## src/rtl/multi_digit_timer_counter.sv

```systemverilog
// Cascaded multi-digit counter with per-digit maxima, runtime up/down
// direction, and a load/start/pause control FSM. A count that reaches its
// terminal value either wraps or halts in EXPIRED.
//
// Control handshake: there is no valid/ready flow control here. load_i,
// stop_i, start_i and tick_i are level-sampled qualifiers acted on at each
// rising edge. The priority is load > stop > start > tick, and each input
// applies only in the states where it is meaningful.
module multi_digit_timer_counter #(
    parameter int NUM_DIGITS = 4,
    parameter int WIDTH      = 4,
    parameter logic [NUM_DIGITS*WIDTH-1:0] DIGIT_MAX = 16'h5959
) (
    input  logic                        clk_i,
    input  logic                        reset_i,
    input  logic                        load_i,
    input  logic [NUM_DIGITS*WIDTH-1:0] load_value_i,
    input  logic                        start_i,
    input  logic                        stop_i,
    input  logic                        tick_i,
    input  logic                        up_i,
    input  logic                        wrap_i,
    output logic [NUM_DIGITS*WIDTH-1:0] count_o,
    output logic                        running_o,
    output logic                        expired_o,
    output logic                        term_count_o,
    output logic                        done_pulse_o,
    output logic [1:0]                  state_o
);

    localparam int CW = NUM_DIGITS * WIDTH;
    localparam logic [WIDTH-1:0] ONE = {{(WIDTH-1){1'b0}}, 1'b1};

    typedef enum logic [1:0] {
        IDLE    = 2'd0,
        RUN     = 2'd1,
        EXPIRED = 2'd2
    } state_t;

    state_t          state_q, state_d;
    logic [CW-1:0]   count_q, count_d;
    logic            done_q, done_d;

    logic [CW-1:0]   step_cnt;     // count after one tick in the current direction
    logic [CW-1:0]   clamp_val;    // load_value with each digit clamped to its max
    logic            all_term;     // current count sits at the terminal value
    logic            step_term;    // stepped count would sit at the terminal value
    logic            carry;
    logic [WIDTH-1:0] dmax, dcur, dnew, dterm, dld;

    // Per-digit datapath: cascaded step, terminal detection and load clamping.
    always_comb begin
        step_cnt  = count_q;
        clamp_val = '0;
        all_term  = 1'b1;
        step_term = 1'b1;
        carry     = 1'b1;
        dmax      = '0;
        dcur      = '0;
        dnew      = '0;
        dterm     = '0;
        dld       = '0;
        for (int i = 0; i < NUM_DIGITS; i++) begin
            dmax  = DIGIT_MAX[i*WIDTH +: WIDTH];
            dcur  = count_q[i*WIDTH +: WIDTH];
            dld   = load_value_i[i*WIDTH +: WIDTH];
            dterm = up_i ? dmax : '0;
            if (carry) begin
                if (up_i) dnew = (dcur == dmax) ? '0 : dcur + ONE;
                else      dnew = (dcur == '0) ? dmax : dcur - ONE;
            end else begin
                dnew = dcur;
            end
            step_cnt[i*WIDTH +: WIDTH]  = dnew;
            clamp_val[i*WIDTH +: WIDTH] = (dld > dmax) ? dmax : dld;
            // A digit steps only while every lower digit is at its terminal value.
            carry     = carry & (dcur == dterm);
            all_term  = all_term & (dcur == dterm);
            step_term = step_term & (dnew == dterm);
        end
    end

    // Control FSM next-state, next count and done pulse generation.
    always_comb begin
        state_d = state_q;
        count_d = count_q;
        done_d  = 1'b0;
        if (load_i) begin
            count_d = clamp_val;
            state_d = IDLE;
        end else if (stop_i && state_q == RUN) begin
            state_d = IDLE;
        end else if (start_i && state_q == IDLE) begin
            // Starting at terminal with no wrap has nothing to count.
            state_d = (all_term && !wrap_i) ? EXPIRED : RUN;
        end else if (tick_i && state_q == RUN) begin
            count_d = step_cnt;
            if (step_term) begin
                done_d = 1'b1;
                if (!wrap_i) state_d = EXPIRED;
            end
        end
    end

    // State, count and pulse registers with synchronous active-low reset.
    always_ff @(posedge clk_i) begin
        if (!reset_i) begin
            state_q <= IDLE;
            count_q <= '0;
            done_q  <= 1'b0;
        end else begin
            state_q <= state_d;
            count_q <= count_d;
            done_q  <= done_d;
        end
    end

    assign count_o      = count_q;
    assign running_o    = (state_q == RUN);
    assign expired_o    = (state_q == EXPIRED);
    assign term_count_o = all_term;
    assign done_pulse_o = done_q;
    assign state_o      = state_q;

endmodule

```

## config.mk

```make
export PLATFORM = sky130hd
export DESIGN_NAME = multi_digit_timer_counter
export DESIGN_NICKNAME = d
export VERILOG_FILES = /design/src/rtl/multi_digit_timer_counter.sv
export SDC_FILE = /design/constraint.sdc
export NUM_CORES = 1
export LEC_CHECK = 0
export BUFFER_PORTS_ARGS = -buffer_cell sky130_fd_sc_hd__buf_2
export CORE_UTILIZATION = 45
export CTS_BUF_LIST = sky130_fd_sc_hd__clkbuf_4 sky130_fd_sc_hd__clkbuf_8
export CTS_CLUSTER_DIAMETER = 150
export CTS_CLUSTER_SIZE = 28
export DETAILED_ROUTE_END_ITERATION = 7
export PLACE_DENSITY = 0.69
export SLEW_MARGIN = 20
export SYNTH_ARGS = -nofsm -noshare
export SYNTH_HDL_FRONTEND = slang
export SYNTH_SLANG_ARGS = --single-unit
```

## constraint.sdc

```tcl
create_clock -name clk_i -period 3 [get_ports clk_i]
set_input_delay 0.3 -clock clk_i [delete_from_list [all_inputs] [get_ports clk_i]]
set_output_delay 0.3 -clock clk_i [all_outputs]
set_load 0.005 [all_outputs]
```

==> flow_summary.html <==
<table>
<tr><th>Metric</th><th>Value</th></tr>
<tr><th colspan="2">Outcome</th></tr>
<tr><td>Outcome</td><td>finished, final reports clean</td></tr>
<tr><th colspan="2">Critical path</th></tr>
<tr><td>CP Class</td><td>reg2reg</td></tr>
<tr><td>Type of origin of the critical path</td><td>flip-flop</td></tr>
<tr><td>Path depth of the worst reg2reg path</td><td>7</td></tr>
<tr><td>Reg-to-reg startpoint</td><td>count_o[1]</td></tr>
<tr><td>Worst reg2reg path endpoint</td><td>state_o[0]</td></tr>
<tr><td>Slowest cell on crit path</td><td>sky130_fd_sc_hd__dfxtp_1</td></tr>
<tr><td>Reg2reg setup slack</td><td>0.34 ns</td></tr>
<tr><td>Critical path data arrival time</td><td>~2.8 ns</td></tr>
<tr><td>Crit path largest cell delay</td><td>0.41 ns</td></tr>
<tr><td>Category of the worst setup path capture point</td><td>flip-flop</td></tr>
<tr><td>Biggest fanout along the worst timing path</td><td>11</td></tr>
<tr><td>Worst endpoint required time</td><td>3.16 ns</td></tr>
<tr><td>Worst-path cell chain</td><td>or2_1, or3_1, or2_4, nor4_1, a211o_1, mux2_4, o31a_1</td></tr>
<tr><th colspan="2">CTS</th></tr>
<tr><td>Buffer type at the clock tree root</td><td>sky130_fd_sc_hd__clkbuf_8</td></tr>
<tr><td>Clock network latency to the later pin of the worst-skew pair</td><td>around 0.26 ns</td></tr>
<tr><td>Clock-pin slew reported for the worst setup and hold paths after clock tree synthesis</td><td>0.08 ns</td></tr>
<tr><td>Hold bufs inserted after CTS</td><td>0</td></tr>
<tr><td>Setup bufs post-CTS</td><td>0</td></tr>
<tr><td>TritonCTS buffer count</td><td>3</td></tr>
<tr><td>Clock tree from TritonCTS</td><td>yes</td></tr>
<tr><td>Clk sinks</td><td>19</td></tr>
<tr><td>Cells resized by post-CTS repair</td><td>0</td></tr>
<tr><td>Maximum buffer depth of the clock tree</td><td>2</td></tr>
<tr><td>H-tree depth</td><td>1</td></tr>
<tr><th colspan="2">Timing</th></tr>
<tr><td>Unrepaired setup endpoints after global routing</td><td>no</td></tr>
<tr><td>Final critical-path share of the clock period</td><td>0.887</td></tr>
<tr><td>Accumulated negative setup slack</td><td>0 ns</td></tr>
<tr><td>Worst setup margin</td><td>~0.34 ns</td></tr>
<tr><td>Highest achievable clock rate</td><td>376 MHz</td></tr>
<tr><td>Worst max-slew margin expressed relative to the limit</td><td>0.680</td></tr>
<tr><td>Total of endpoints with negative setup slack in the final report</td><td>0</td></tr>
<tr><td>Transition time of the tightest slew-check pin</td><td>about 0.47 ns</td></tr>
<tr><td>Clock period minus final worst setup slack</td><td>2.66 ns</td></tr>
<tr><td>Total count of max-transition violations in the final report</td><td>0</td></tr>
<tr><td>Worst Clk Skew</td><td>between 0.001 and 0.0015 ns</td></tr>
<tr><td>Final count of hold timing violations</td><td>0</td></tr>
<tr><th colspan="2">Placed design</th></tr>
<tr><td>IO Port Bufs</td><td>45</td></tr>
<tr><td>DP Area</td><td>2140 µm²</td></tr>
<tr><td>Half-perimeter wire length of the detailed placement result</td><td>~3600 µm</td></tr>
<tr><td>Pre-CTS setup slack</td><td>0.404 ns</td></tr>
<tr><td>Gp weighted congestion</td><td>0.873</td></tr>
<tr><th colspan="2">Pwr</th></tr>
<tr><td>Total power draw</td><td>just over 700 µW</td></tr>
<tr><td>Pwr Density</td><td>322 nW/µm²</td></tr>
<tr><td>Static power due to leakage</td><td>approximately 0.00089 µW</td></tr>
<tr><td>VDD IR max</td><td>~0.00014 V</td></tr>
<tr><th colspan="2">Final layout</th></tr>
<tr><td>Area added between synthesis and finish</td><td>15.9%</td></tr>
<tr><td>Final instance area</td><td>2190 µm²</td></tr>
<tr><td>Ant. Diodes</td><td>0</td></tr>
<tr><td>Multi-input logic area</td><td>approximately 1400 µm²</td></tr>
<tr><td>Number of fill cells</td><td>398</td></tr>
<tr><td>Layout net count</td><td>325</td></tr>
<tr><td>Share of post-route cells with drive strength above 1</td><td>0.240</td></tr>
<tr><td>Sequential cell area</td><td>380 µm²</td></tr>
<tr><th colspan="2">Yosys</th></tr>
<tr><td>Synth cell types</td><td>57</td></tr>
<tr><td>Asr flop ratio synth</td><td>0</td></tr>
<tr><td>Post-Synthesis Cell Area</td><td>around 1900 µm²</td></tr>
<tr><td>Fraction of the yosys area taken by sequential cells</td><td>0.201</td></tr>
<tr><td>Top flip-flop cell by instance count after synthesis</td><td>sky130_fd_sc_hd__dfxtp_1</td></tr>
<tr><td>Synthesized area per cell</td><td>about 7 µm²</td></tr>
<tr><td>Number of storage elements in the synthesis netlist</td><td>19</td></tr>
<tr><td>Number of nets produced by synthesis</td><td>291</td></tr>
<tr><td>Synth Warn #</td><td>0</td></tr>
<tr><td>Synthesized netlist cell count</td><td>267</td></tr>
<tr><td>Number of synthesized flops with an enable pin</td><td>0</td></tr>
<tr><th colspan="2">Detailed routing</th></tr>
<tr><td>Via count</td><td>2,050</td></tr>
<tr><td>Remaining routing DRC violations</td><td>0</td></tr>
<tr><td>Detailed-routing iteration count for the pre-antenna-repair pass</td><td>4</td></tr>
<tr><td>Antenna-violating nets left</td><td>0</td></tr>
<tr><td>Drt total wl</td><td>4870 µm</td></tr>
<tr><td>Ratio of routed vias to standard cells</td><td>5.86</td></tr>
<tr><td>Routed wire length per instance</td><td>about 14 µm</td></tr>
<tr><td>First-iteration detailed-routing DRC count</td><td>~170</td></tr>
<tr><th colspan="2">Global route</th></tr>
<tr><td>Number of antenna violations at the first check in global routing</td><td>0</td></tr>
<tr><td>Global route total overflow</td><td>0</td></tr>
<tr><td>Number of global-route vias before repair</td><td>1,679</td></tr>
<tr><td>Total Routing Usage GR</td><td>0.232</td></tr>
<tr><td>Largest net degree at the start of global routing</td><td>27</td></tr>
<tr><td>Global-route wire length before repair</td><td>about 8000 µm</td></tr>
<tr><th colspan="2">Die</th></tr>
<tr><td>Starting Density</td><td>0.472</td></tr>
<tr><td>Total Die Area</td><td>4460 µm²</td></tr>
<tr><td>Horizontal extent of the die</td><td>between 60 and 70 µm</td></tr>
<tr><td>Core region area</td><td>4000 µm²</td></tr>
<tr><td>Die outline height</td><td>about 67 µm</td></tr>
<tr><td>Number of core rows</td><td>23</td></tr>
<tr><td>IO Pins</td><td>46</td></tr>
<tr><th colspan="2">Worst hold path</th></tr>
<tr><td>Worst-case hold path end point</td><td>count_o[11]</td></tr>
<tr><td>Worst Min Path Start</td><td>load_value_i[11]</td></tr>
<tr><td>Worst hold path cell count</td><td>3</td></tr>
<tr><td>Hold/Removal Path Class</td><td>in2reg</td></tr>
<tr><th colspan="2">Run</th></tr>
<tr><td>Count of maximum capacitance violations</td><td>0</td></tr>
</table>
==> layout by cell type (no fill, tap or decap), drive strengths merged, types with 5 or more instances in the layout <==
master	n
nand3b	6
a31oi	6
buf	55
nand2	16
xor2	5
a21oi	10
a22oi	6
or2	6
dfxtp	19
a211oi	6
xnor2	5
nor3	15
nor2b	7
or3	6
nor2	27
o21ai	17
mux2i	6
nand3	7
nand2b	6
inv	6
nand4	5
==> Yosys cell counts, types with 2 or more instances <==
cell                       count  area share
sky130_fd_sc_hd__nor2_1       27       0.054
sky130_fd_sc_hd__dfxtp_1      19        0.20
sky130_fd_sc_hd__clkbuf_1     17       0.034
sky130_fd_sc_hd__o21ai_0      17       0.045
sky130_fd_sc_hd__nand2_1      16       0.032
sky130_fd_sc_hd__nor3_1       15       0.040
sky130_fd_sc_hd__a21oi_1      10       0.027
sky130_fd_sc_hd__nand3_1       7       0.019
sky130_fd_sc_hd__nor2b_1       7       0.023
sky130_fd_sc_hd__a211oi_1      6       0.024
sky130_fd_sc_hd__a31oi_1       6       0.020
sky130_fd_sc_hd__inv_1         6       0.012
sky130_fd_sc_hd__mux2i_1       6       0.032
sky130_fd_sc_hd__nand2b_1      6       0.020
sky130_fd_sc_hd__nand3b_1      6       0.024
sky130_fd_sc_hd__or3_1         6       0.020
sky130_fd_sc_hd__a22oi_1       5       0.020
sky130_fd_sc_hd__buf_2         5       0.013
sky130_fd_sc_hd__nand4_1       5       0.017
sky130_fd_sc_hd__xnor2_1       5       0.023
sky130_fd_sc_hd__xor2_1        5       0.023
sky130_fd_sc_hd__and2_1        4       0.013
sky130_fd_sc_hd__o211a_1       4       0.021
sky130_fd_sc_hd__o21a_1        4       0.016
sky130_fd_sc_hd__or2_2         4       0.013
sky130_fd_sc_hd__a211o_1       3       0.014
sky130_fd_sc_hd__a21boi_0      3       0.012
sky130_fd_sc_hd__and3_1        3      0.0099
sky130_fd_sc_hd__buf_1         3      0.0060
sky130_fd_sc_hd__nor4_1        3      0.0099
sky130_fd_sc_hd__o31ai_1       3       0.012
sky130_fd_sc_hd__nand4b_1      2      0.0093
sky130_fd_sc_hd__o21bai_1      2      0.0079
sky130_fd_sc_hd__o31a_1        2      0.0093
sky130_fd_sc_hd__o41ai_1       2      0.0093
sky130_fd_sc_hd__or4_1         2      0.0079
==> where the power goes <==
| part | switching, µW | internal (µW) |
|---|---|---|
| Clock | 95.5 | 104 |
| Combinational | 117 | 98.9 |
| Sequential | 25.2 | 264 |
==> cell type report <==
cell class,count,area share
repair buffers,55,0.137
multi-input cells,216,0.628
well taps,50,0.0286
clock buffers,4,0.0223
inverters,6,0.0103
flip-flops and latches,19,0.174
==> registers in the layout, indices dropped and copies added, names as in the netlist <==
signal / cells
count_o: 16
state_o: 2
done_pulse_o: 1
==> logic make-up (layout without fill, tap and decap cells) <==
logic type      Yosys count  in the layout  share of synthesized area
compound gates           78             78                      0.292
xor+xnor                 10             10                     0.0464
simple gates            121            121                      0.349
buf+inv                  32             65                     0.0709
mux                       7              7                     0.0398
flops                    19             19                      0.201
==> worst max-delay path by stage <==
| stage | cells after the start | end | startpoint | slack, ns |
|---|---|---|---|---|
| after floorplan | 11 | state_o[1] | count_o[1] | 0.35 |
| after global routing | 7 | state_o[0] | count_o[1] | 0.17 |
| after global placement | 7 | state_o[1] | count_o[1] | 0.44 |
| after CTS | 7 | state_o[0] | count_o[1] | 0.34 |
| final | 7 | state_o[0] | count_o[1] | 0.34 |
| after detailed placement | 7 | state_o[0] | count_o[1] | 0.40 |
==> critical path: cells and delay by family (launching register included) <==
kind | cells | cell delay [ns]
AND/OR/NAND/NOR | 4 | 1.32
AO/OA/AOI/OAI | 2 | 0.49
flip-flops | 1 | 0.41
multiplexers | 1 | 0.33
==> metrics by stage <==
step                      instances  hold WS, ns  utilization
after CTS                       350        0.290        0.547
after global routing            350        0.305        0.547
after detailed placement        346        0.562        0.535
final                           350        0.289        0.547
after floorplan                 267        0.428            -
after global placement          346        0.560        0.535
==> routing by layer <==
metal | routed length (µm) | global-route usage
met5 | 0 | 0
met4 | 42 | 0.0559
met3 | 265 | 0.0205
met2 | 2140 | 0.350
met1 | 2430 | 0.349
Power figures use the tool's default switching activity.
